--- src/rtl/uart_tx_if.sv ---
// Byte-stream handshake and serial-line bundle for the UART transmitter.
// The source drives tx_data/tx_valid; the transmitter drives tx_ready, tx and busy.
interface uart_tx_if;
   logic [7:0] tx_data;
   logic       tx_valid;
   logic       tx_ready;
   logic       tx;
   logic       busy;

   modport master (output tx_data, output tx_valid, input tx_ready, input tx, input busy);
   modport slave  (input tx_data, input tx_valid, output tx_ready, output tx, output busy);
endinterface

--- src/rtl/uart_tx.sv ---
// 8-bit UART transmitter with a one-byte holding register for gapless back-to-back frames.
// Optional parity bit enabled by defining UART_TX_PARITY_EN.
module uart_tx #(
   parameter int CLKS_PER_BIT = 2813,
   parameter int STOP_BITS    = 1,
   parameter int MSB_FIRST    = 1,
   parameter int PARITY_ODD   = 0
) (
   input  logic     clk,
   input  logic     reset,
   uart_tx_if.slave s_if
);

   localparam int               CW        = $clog2(CLKS_PER_BIT);
   localparam logic [CW-1:0]    BIT_LAST  = CW'(CLKS_PER_BIT - 1);
   localparam logic [2:0]       STOP_LAST = 3'(STOP_BITS - 1);

   if (CLKS_PER_BIT < 2 || CLKS_PER_BIT > 8191) begin : g_bad_cpb
      $error("uart_tx: CLKS_PER_BIT out of range 2..8191");
   end
   if (STOP_BITS < 1 || STOP_BITS > 2) begin : g_bad_stop
      $error("uart_tx: STOP_BITS must be 1 or 2");
   end
   if (MSB_FIRST < 0 || MSB_FIRST > 1 || PARITY_ODD < 0 || PARITY_ODD > 1) begin : g_bad_flag
      $error("uart_tx: MSB_FIRST and PARITY_ODD must be 0 or 1");
   end

   typedef enum logic [2:0] {
      IDLE   = 3'd0,
      START  = 3'd1,
      DATA   = 3'd2,
`ifdef UART_TX_PARITY_EN
      PARITY = 3'd4,
`endif
      STOP   = 3'd3
   } state_t;

   state_t          r_state;
   logic [CW-1:0]   r_bit_cnt;
   logic [2:0]      r_data_cnt;
   logic [7:0]      r_shift;
   logic [7:0]      r_hold;
   logic            r_ready;
   logic            r_tx;
   logic            r_busy;

   logic            w_accept;
   logic            w_bit_end;
   logic [7:0]      w_load_byte;
   logic [7:0]      w_shift_nxt;
   logic            w_cur_bit;
   logic            w_nxt_bit;

   assign w_accept    = s_if.tx_valid && r_ready;
   assign w_bit_end   = (r_bit_cnt == BIT_LAST);
   // Holding register has priority; when it is empty the live input is the only source.
   assign w_load_byte = r_ready ? s_if.tx_data : r_hold;
   assign w_shift_nxt = (MSB_FIRST != 0) ? {r_shift[6:0], 1'b0} : {1'b0, r_shift[7:1]};
   assign w_cur_bit   = (MSB_FIRST != 0) ? r_shift[7] : r_shift[0];
   assign w_nxt_bit   = (MSB_FIRST != 0) ? w_shift_nxt[7] : w_shift_nxt[0];

`ifdef UART_TX_PARITY_EN
   logic r_parity;
   logic w_load_par;
   assign w_load_par = (^w_load_byte) ^ 1'(PARITY_ODD);
`endif

   assign s_if.tx_ready = r_ready;
   assign s_if.tx       = r_tx;
   assign s_if.busy     = r_busy;

   always_ff @(posedge clk or posedge reset) begin
      if (reset) begin
         r_state    <= IDLE;
         r_bit_cnt  <= '0;
         r_data_cnt <= '0;
         r_shift    <= '0;
         r_hold     <= '0;
         r_ready    <= 1'b1;
         r_tx       <= 1'b1;
         r_busy     <= 1'b0;
`ifdef UART_TX_PARITY_EN
         r_parity   <= 1'b0;
`endif
      end else begin
         // NOTE: non-blocking assignments; a later assignment in this block overrides an earlier one.
         if (w_accept && r_state != IDLE) begin
            r_hold  <= s_if.tx_data;
            r_ready <= 1'b0;
         end

         case (r_state)
            IDLE: begin
               r_tx      <= 1'b1;
               r_busy    <= 1'b0;
               r_bit_cnt <= '0;
               if (w_accept) begin
                  r_shift <= w_load_byte;
                  r_tx    <= 1'b0;
                  r_busy  <= 1'b1;
                  r_state <= START;
`ifdef UART_TX_PARITY_EN
                  r_parity <= w_load_par;
`endif
               end
            end

            START: begin
               if (w_bit_end) begin
                  r_bit_cnt  <= '0;
                  r_data_cnt <= '0;
                  r_tx       <= w_cur_bit;
                  r_state    <= DATA;
               end else begin
                  r_bit_cnt <= r_bit_cnt + CW'(1);
               end
            end

            DATA: begin
               if (w_bit_end) begin
                  r_bit_cnt <= '0;
                  if (r_data_cnt == 3'd7) begin
                     r_data_cnt <= '0;
`ifdef UART_TX_PARITY_EN
                     r_tx    <= r_parity;
                     r_state <= PARITY;
`else
                     r_tx    <= 1'b1;
                     r_state <= STOP;
`endif
                  end else begin
                     r_data_cnt <= r_data_cnt + 3'd1;
                     r_shift    <= w_shift_nxt;
                     r_tx       <= w_nxt_bit;
                  end
               end else begin
                  r_bit_cnt <= r_bit_cnt + CW'(1);
               end
            end

`ifdef UART_TX_PARITY_EN
            PARITY: begin
               if (w_bit_end) begin
                  r_bit_cnt  <= '0;
                  r_data_cnt <= '0;
                  r_tx       <= 1'b1;
                  r_state    <= STOP;
               end else begin
                  r_bit_cnt <= r_bit_cnt + CW'(1);
               end
            end
`endif

            STOP: begin
               if (w_bit_end) begin
                  r_bit_cnt <= '0;
                  if (r_data_cnt == STOP_LAST) begin
                     r_data_cnt <= '0;
                     // A byte arriving on the final stop edge chains straight into the next frame.
                     if (!r_ready || w_accept) begin
                        r_shift <= w_load_byte;
                        r_tx    <= 1'b0;
                        r_ready <= 1'b1;
                        r_state <= START;
`ifdef UART_TX_PARITY_EN
                        r_parity <= w_load_par;
`endif
                     end else begin
                        r_busy  <= 1'b0;
                        r_state <= IDLE;
                     end
                  end else begin
                     r_data_cnt <= r_data_cnt + 3'd1;
                  end
               end else begin
                  r_bit_cnt <= r_bit_cnt + CW'(1);
               end
            end

            default: begin
               r_state   <= IDLE;
               r_tx      <= 1'b1;
               r_busy    <= 1'b0;
               r_bit_cnt <= '0;
            end
         endcase
      end
   end

endmodule
--- src/flat_wrapper.sv ---
// flat-port wrapper written by rule: the top's interface ports become plain ports
module uart_tx_flat 
#(
   parameter int CLKS_PER_BIT = 2813,
   parameter int STOP_BITS    = 1,
   parameter int MSB_FIRST    = 1,
   parameter int PARITY_ODD   = 0
)
  (clk, reset, s_if_tx_data, s_if_tx_valid, s_if_tx_ready, s_if_tx, s_if_busy);
  uart_tx_if s_if_i ();
  input  logic clk;
  input  logic reset;
  input wire logic [$bits(s_if_i.tx_data)-1:0] s_if_tx_data;
  input wire logic [$bits(s_if_i.tx_valid)-1:0] s_if_tx_valid;
  output wire logic [$bits(s_if_i.tx_ready)-1:0] s_if_tx_ready;
  output wire logic [$bits(s_if_i.tx)-1:0] s_if_tx;
  output wire logic [$bits(s_if_i.busy)-1:0] s_if_busy;
  assign s_if_i.tx_data = s_if_tx_data;
  assign s_if_i.tx_valid = s_if_tx_valid;
  assign s_if_tx_ready = s_if_i.tx_ready;
  assign s_if_tx = s_if_i.tx;
  assign s_if_busy = s_if_i.busy;
  uart_tx #(.CLKS_PER_BIT(CLKS_PER_BIT), .STOP_BITS(STOP_BITS), .MSB_FIRST(MSB_FIRST), .PARITY_ODD(PARITY_ODD)) u_core (.clk(clk), .reset(reset), .s_if(s_if_i));
endmodule
--- config.mk ---
export PLATFORM = sky130hd
export DESIGN_NAME = uart_tx_flat
export DESIGN_NICKNAME = d
export VERILOG_FILES = /design/src/rtl/uart_tx_if.sv /design/src/rtl/uart_tx.sv /design/src/flat_wrapper.sv
export SDC_FILE = /design/constraint.sdc
export NUM_CORES = 1
export LEC_CHECK = 0
export ABC_AREA = 1
export CELL_PAD_IN_SITES_DETAIL_PLACEMENT = 1
export CELL_PAD_IN_SITES_GLOBAL_PLACEMENT = 2
export CORE_MARGIN = 2
export CORE_UTILIZATION = 34
export DETAILED_ROUTE_END_ITERATION = 8
export GPL_ROUTABILITY_DRIVEN = 0
export HOLD_SLACK_MARGIN = 0.15
export MAX_ROUTING_LAYER = met4
export PLACE_DENSITY_LB_ADDON = 0.1
export SLEW_MARGIN = 20
export SYNTH_ARGS = -nofsm -noshare
export SYNTH_HDL_FRONTEND = slang
export SYNTH_SLANG_ARGS = --single-unit
--- constraint.sdc ---
create_clock -name clk -period 1.8 [get_ports clk]
set_input_delay 0.54 -clock clk [delete_from_list [all_inputs] [get_ports clk]]
set_output_delay 0.54 -clock clk [all_outputs]
set_load 0.02 [all_outputs]
* Word level (Yosys, flattened, before mapping)
Index checks and enable logic that the tools add are counted.
** Word-level totals
- Memories :: 0
- ROM bits :: 0
- RAM bits :: 0
- Output and inout port bits :: 3
- Input port bits :: 11
- Latch bits :: 0
- Logic and storage cells :: 83
- Register bits after elaboration :: 37
** Cells by class
- Bitwise operators :: 1
- Shifts and indexed selects :: 0
- Add/sub/neg operators :: 2
- Multipliers :: 0
- Equal/unequal tests :: 14
- Divide/modulo/power cells :: 0
- Reduce and logical (&&, ||, !) cells :: 16
- Mux-type cells :: 42
- Magnitude comparators :: 0
** Operators with widths (count)
- 8-bit 2-to-1 mux :: 7
- 3-bit 2-to-1 mux :: 11
- 12-bit 2-to-1 mux :: 2
- 8-bit one-hot mux with 3 select lines :: 1
- 1-bit 2-to-1 mux :: 17
- 2-bit by 1-bit inequality test with 1-bit output, second input constant :: 7
- 12-bit by 1-bit adder with 12-bit output, second input constant :: 1
- 12-bit equality test, second input constant :: 1
- 3-bit one-hot mux with 4 select lines :: 1
- 3-bit one-hot mux with 3 select lines :: 1
- 3-bit nonzero test :: 3
- 4-bit AND reduction :: 2
- 7-bit AND reduction :: 1
- 3-bit by 2-bit equality test with 1-bit output, second input constant :: 2
- 3-bit zero test :: 2
- 6-bit AND reduction :: 1
- 5-bit AND reduction :: 1
- 2-bit inequality test, second input constant :: 2
- 1-bit one-hot mux with 4 select lines :: 1
- 3-bit by 1-bit adder with 3-bit output, second input constant :: 1
- 3-bit by 1-bit equality test with 1-bit output, second input constant :: 1
- 3-bit equality test, second input constant :: 1
- 1-bit one-hot mux with 3 select lines :: 1
- 3-bit OR reduction :: 1
- 5 further kinds :: 6

* Logic depth before layout (Yosys ltp)
- Word-level depth :: 7
- Depth in mapped cells :: 11
- Mapped depth without buffers :: 11

* Least setup slack after synthesis
OpenSTA, ideal clock, no wires.
- Kind :: register to register
- Start :: register u_core.r_ready (netlist: u_core.s_if.tx_ready)
- End :: register u_core.r_shift[0]
- Arrival time :: 1399 ps
- Library setup time :: 65 ps
- Buffers on the path :: 1
- Cell stages (with the launch flop) :: 8
- Setup slack :: 336 ps
- Period minus slack after synthesis :: 1464 ps
- Required time :: 1735 ps
- Cell sequence :: dfstp_2 -> clkbuf_1 -> nand3_1 -> nand2_1 -> clkinv_1 -> nand3_2 -> nand2_1 -> nand2_1
** Between the ends
- Cells in the longest elaborated chain, start to end :: 5
- Elaborated cells between the ends (all ways) :: 12
- Classes of those cells :: eq/ne (2); mux (6); reduce/logical (4)
** Ends and longest elaborated chain
- from (decl) :: line uart_tx.sv:43 : logic r_ready;
- from (signal assigned) :: line uart_tx.sv:79 : r_ready <= 1'b1;
- from (signal assigned) :: line uart_tx.sv:89 : r_ready <= 1'b0;
- from (signal assigned) :: line uart_tx.sv:163 : r_ready <= 1'b1;
- 8-bit 2-to-1 mux :: line uart_tx.sv:57 : assign w_load_byte = r_ready ? s_if.tx_data : r_hold;
- 8-bit 2-to-1 mux :: line uart_tx.sv:160 : if (!r_ready || w_accept) begin
- 8-bit 2-to-1 mux :: line uart_tx.sv:157 : if (r_data_cnt == STOP_LAST) begin
- 8-bit 2-to-1 mux :: line uart_tx.sv:155 : if (w_bit_end) begin
- 8-bit one-hot mux with 3 select lines :: line uart_tx.sv:92 : case (r_state)
- to (signal assigned) :: line uart_tx.sv:98 : r_shift <= w_load_byte;
- to (signal assigned) :: line uart_tx.sv:133 : r_shift <= w_shift_nxt;
- to (signal assigned) :: line uart_tx.sv:161 : r_shift <= w_load_byte;
- to (decl) :: line uart_tx.sv:41 : logic [7:0] r_shift;
Several ways; a longest one is shown, not always the timed one. The select of a mux whose other input is x is not followed.
A chain may end at the register's enable or synchronous reset.

* Final worst setup path
- Start :: register u_core.r_tx (netlist: u_core.s_if.tx)
- End :: output s_if_tx
** RTL lines
- from (decl) :: line uart_tx.sv:44 : logic r_tx;
- from (signal assigned) :: line uart_tx.sv:112 : r_tx <= w_cur_bit;
- from (signal assigned) :: line uart_tx.sv:134 : r_tx <= w_nxt_bit;
- to (decl) :: line flat_wrapper.sv:16 : output wire logic [$bits(s_if_i.tx)-1:0] s_if_tx;
No word-level cell between the ends.

==> impl_metrics.env <==
export IMPL_status="completed"
export IMPL_synth_compound_area_share_pct=11.6
export IMPL_worstPathCellList="dlygate4sd2_1"
export IMPL_fmax_mhz=589
export IMPL_synth_seq_cells=36
export IMPL_worstMarginPinSlew_ns=0.352
export IMPL_postCtsSetupRepairBufs=0
export IMPL_n_fill_cell=698
export IMPL_yosysSeqAreaShare_pct=45.8
export IMPL_synth_top_cell_area_share_pct=43.1
export IMPL_layout_commonest_cell="nand2_1"
export IMPL_synth_area_leaders="dfrtp_1 43%, nand2_1 15%, o21ai_0 7.6%"
export IMPL_syn_to_final_growth_pct=22.7
export IMPL_cp_num_buf_inv=1
export IMPL_grt_usage_pct=16.7
export IMPL_slowest_stage="dfstp_2"
export IMPL_skew_ns=0.0109
export IMPL_synth_nets=276
export IMPL_synth_cell_area_um2=1970
export IMPL_synthesis_instances=256
export IMPL_worstPathArrival_ns=1.16
export IMPL_final_hold_viol_count=0
export IMPL_diodes=0
export IMPL_power_density_nw_per_um2=1540
export IMPL_grt_antenna_before_repair=0
export IMPL_finalCriticalPeriod_ns=1.70
export IMPL_first_pass_iters=4
export IMPL_synth_top_family_by_area="simple AND/OR/NAND/NOR gates"
export IMPL_end_kind="output port"
export IMPL_drtIter0Drc=57
export IMPL_ant_nets=0
export IMPL_cpPeakStageDelay_ns=0.54
export IMPL_clock_sinks=36
export IMPL_wl_per_cell_um=12.8
export IMPL_setup_viol=0
export IMPL_required_ns=1.26
export IMPL_synthAdderAreaFrac_pct=5.71
export IMPL_cts_made_buffers=5
export IMPL_dp_cells=350
export IMPL_drv_cap=0
export IMPL_stdcell_count=357
export IMPL_fin_crit_sh_pct=94.3
export IMPL_place_ws_ns=-0.0950
export IMPL_grt_max_degree=37
export IMPL_start_util_pct=35.6
export IMPL_ir_drop_v=0.000496
export IMPL_slew_headroom_pct=76.4
export IMPL_worstSetupStartpointType="flop"
export IMPL_htreeDepth=2
export IMPL_tns_ns=0
export IMPL_first_global_vias=1772
export IMPL_synth_distinct_cells=27
export IMPL_die_w_um=80.2
export IMPL_cp_top_family="flip-flops"
export IMPL_rows=27
export IMPL_overflow=0
export IMPL_synthSimpleGateAreaFrac_pct=27.8
export IMPL_cts_root_buffer="clkbuf_8"
export IMPL_synth_top_cell_by_area="dfrtp_1"
export IMPL_clk_latency_ns=0.29
export IMPL_vias=1704
export IMPL_dp_hpwl_um=3380
export IMPL_min_path_type="reg2reg"
export IMPL_cts_tree="built"
export IMPL_cts_buffer_depth=2
export IMPL_synth_xor_area_share_pct=2.22
export IMPL_grt_pass1_wl_um=8190
export IMPL_final_cell_area_um2=2420
export IMPL_drc=0
export IMPL_wirelength_um=4570
export IMPL_ys_warn_count=0
export IMPL_dieArea_um2=6430
export IMPL_fin_nets=305
export IMPL_place_area_um2=2290
export IMPL_drive_gt1_share_pct=13.7
export IMPL_syn_area_per_cell_um2=7.71
export IMPL_cts_clk_slew_worst_paths_ns=0.08
export IMPL_maxSlewViolCount=0
export IMPL_synthMuxAreaShare_pct=0
export IMPL_die_h_um=80.2
export IMPL_final_setup_worst_slack_ns=0.102
export IMPL_crit_type="reg2out"
export IMPL_io_buffers=13
export IMPL_hold_buffers=0
export IMPL_power_leakage_nw=1.18
export IMPL_critPathMaxFanout=2
export IMPL_ios=14
export IMPL_mostFrequentLayoutCells="81 x nand2_1, 34 x dfrtp_1, 30 x inv_1, 30 x o21ai_0, 17 x nor2_1"
export IMPL_routed_via_density=4.77
export IMPL_coreArea_um2=5540
-- state kept, by name (all words and copies together) (netlist names) --
| signal | cells |
|---|---|
| u_core.s_if.tx_ready | 1 |
| u_core.r_hold | 8 |
| u_core.r_bit_cnt | 12 |
| u_core.r_data_cnt | 3 |
| u_core.s_if.busy | 1 |
| u_core.s_if.tx | 1 |
| u_core.r_shift | 8 |
| u_core.r_state | 2 |
-- through the flow --
step	hold slack (ns)	utilization, %	total power [W]
global placement	0.460	41.4	0.00311
detailed placement	0.468	41.4	0.00314
finish	0.478	43.7	0.00373
global route	0.503	43.7	0.00415
CTS	0.482	42.8	0.00371
floorplan	0.432	-	0.00251
-- cells in the mapped netlist (all sizes together) --
cell,n
nand4,2
a21oi,6
xnor2,2
clkbuf,4
and2,1
dfstp,2
nor3,4
a31oi,2
clkinv,1
o22ai,1
nor2,20
dfrtp,34
nand3b,1
o31ai,1
buf,1
nand2,83
ha,9
xor2,3
o21ai,33
nand3,15
o21bai,1
inv,30
-- worst paths after layout --
kind / from / to / slack [ns] / depth (start not counted)
setup / recovery: u_core.s_if.tx$_DFFE_PP1P_ / s_if_tx / 0.10 / 1
hold / removal: u_core.s_if.tx$_DFFE_PP1P_ / u_core.s_if.tx$_DFFE_PP1P_ / 0.48 / 2
setup reg to reg: u_core.r_state[0]$_DFFE_PP0P_ / u_core.r_shift[4]$_DFFE_PP0P_ / 0.15 / 9
hold reg to reg: u_core.s_if.tx$_DFFE_PP1P_ / u_core.s_if.tx$_DFFE_PP1P_ / 0.48 / 2
max in group asynchronous: reset / u_core.s_if.tx_ready$_DFF_PP1_ / 0.95 / 3
min in group asynchronous: reset / u_core.r_hold[4]$_DFFE_PP0P_ / 0.60 / 3
-- per-layer routing --
| layer | vias to the layer above | routed length, µm | GRT usage, % |
|---|---|---|---|
| met3 | 4 | 112 | 3.37 |
| met4 | 0 | 41 | 4.07 |
| li1 | 870 | - | - |
| met5 | - | 0 | - |
| met2 | 18 | 2140 | 27.0 |
| met1 | 812 | 2280 | 21.7 |
-- area by class of cell --
class | count | area (µm²) | share of cell area, %
timing repair buffer | 27 | 248 | 10.2
sequential | 36 | 903 | 37.3
inverter | 31 | 116 | 4.81
multi-input combinational | 184 | 982 | 40.6
clock buffer | 5 | 68.8 | 2.84
clock inverter | 2 | 12.5 | 0.517
tap | 72 | 90.1 | 3.72
-- report_power, final --
| group | internal, W | leakage [nW] | switching (W) |
|---|---|---|---|
| clock network | 0.000262 | 0.0400 | 0.000298 |
| registers | 0.00109 | 0.468 | 0.000158 |
| logic | 0.000742 | 0.672 | 0.00117 |
| total | 0.00210 | 1.18 | 0.00163 |
-- logic make-up after synthesis --
| kind of cell | count (synthesis) |
|---|---|
| XOR/XNOR | 5 |
| adder cells (fa/ha/maj) | 9 |
| AND/OR/NAND/NOR | 126 |
| AO/OA/AOI/OAI | 44 |
| flip-flops | 36 |
| buffers and inverters | 36 |
-- timing repair --
| action | in CTS | in global routing |
|---|---|---|
| gates resized for setup | 2 | 12 |
| endpoints found under the setup margin | 2 | 15 |
| pin swaps | 0 | 2 |
Power figures use the tool's default switching activity.
==> patch: new RTL, config.mk and constraints unchanged <==
`CLKS_PER_BIT` is set to 2813 in 2 places; all go to 703.
--- a/src/rtl/uart_tx.sv
+++ b/src/rtl/uart_tx.sv
@@ -2,5 +2,5 @@
 // Optional parity bit enabled by defining UART_TX_PARITY_EN.
 module uart_tx #(
-   parameter int CLKS_PER_BIT = 2813,
+   parameter int CLKS_PER_BIT = 703,
    parameter int STOP_BITS    = 1,
    parameter int MSB_FIRST    = 1,
--- a/src/flat_wrapper.sv
+++ b/src/flat_wrapper.sv
@@ -2,5 +2,5 @@
 module uart_tx_flat 
 #(
-   parameter int CLKS_PER_BIT = 2813,
+   parameter int CLKS_PER_BIT = 703,
    parameter int STOP_BITS    = 1,
    parameter int MSB_FIRST    = 1,
Function: same outputs for any inputs over 10 cycles, from zero or initial values and one cycle with reset high; that may be too few to reach the edited logic, so the function may still have changed.
==> patch against the original RTL <==
  * Core utilization fell by 1.3 points
  * Cell area fell by 4.2%
  * Routed wire length fell by 6.6%
  * Synthesized cell count fell by 4.7%
  * Power rose by 1.8%
  * Area after synthesis fell by 3.2%
  * Highest routed layer unchanged
  * Worst setup slack improved by 0.015 ns
  * First-iteration DRC count fell by 7.0%
  * Largest cell class unchanged
  * Sequential cell count fell by 2
==> patch: results (changes against the original RTL) <==
Setup path
  • WP data arrival: 1.14 ns (-0.02 ns)
  • Crit path to: s_if_tx_ready
  • Reg2Reg Setup Slack: 0.13 ns (-0.02 ns)
  • Crit. Startpoint: u_core.s_if.tx_ready$_DFF_PP1_

Finish
  • Largest registers: u_core.r_bit_cnt x10, u_core.r_hold x8, u_core.r_shift x8
  • Nets: 289 (-5.2%)
  • Share of cells above drive strength 1: 0.123 (-0.0142)

Global routing
  • Vias in the first global route: 1607 (-9.3%)
  • Total Routing Usage GR: 0.160 (-0.00699)
  • Largest net degree at the start of global routing: 35 (-5.4%)
  • M1 GR Usage: 0.218 (+0.00154)

Power and ir drop
  • Leak Pwr: 1.15 nW (-2.7%)
  • Sw Pwr: 1.61 mW (-1.3%)
  • Worst-case vdd ir drop: 516 uV (+4.0%)

Placed design
  • Placed Cells: 334 (-4.6%)
  • HPWL after DPL: 3170 um (-6.3%)
  • Placed instance area: 2190 sq um (-4.2%)

Detailed routing
  • M1 wire length: 2320 um (+1.7%)
  • WL met3: 130 um (+16%)
  • WL per Instance: 12.5 um (-2.2%)
  • Met2 WL: 1770 um (-17%)

Yosys
  • Post-synthesis sequential area ratio: 0.447 (-0.0109)
  • Adder-cell share of the synthesized area: 0.0590 (+0.00191)
  • Area fraction in compound gates after synthesis: 0.114 (-0.00202)
  • Syn avg cell area: 7.83 sq um (+1.5%)
  • Syn nets: 264 (-4.3%)

Status
  • Status: complete, no violations

STA
  • Tcrit/Tclk final: 0.935 (-0.00815)
  • Clock skew: 0.00728 ns (-0.00367 ns)
  • Slew headroom: 0.772 (+0.00773)
## patch: layout make-up
class / instances / area [sq um]
Fill cell: 693 / 3150
Multi-Input combinational cell: 176 / 936
Sequential cell: 34 / 853
Timing Repair Buffer: 23 / 218
Inverter: 29 / 109
Tap cell: 72 / 90.1
Clock buffer: 6 / 82.6
Clock inverter: 1 / 30.0
## patch: power groups by stage
stage               Sequential (mW)  Clock (mW)  Combinational, mW
finish                         1.19       0.732               1.87
global route                   1.23       0.779               2.17
CTS                            1.20       0.752               1.88
detailed placement             1.21           0               1.90
global placement               1.21           0               1.88
floorplan                      1.22           0               1.31
## patch: repair_timing
action | in CTS | in global routing
setup endpoints to repair | 2 | 10
pin swaps | 0 | 0
resized for setup | 2 | 4
## patch: cells by family after synthesis
group | after synthesis
adder cells (fa/ha/maj) | 9
buffers and inverters | 34
AO/OA/AOI/OAI | 41
XOR/XNOR | 6
AND/OR/NAND/NOR | 120
flip-flops | 34
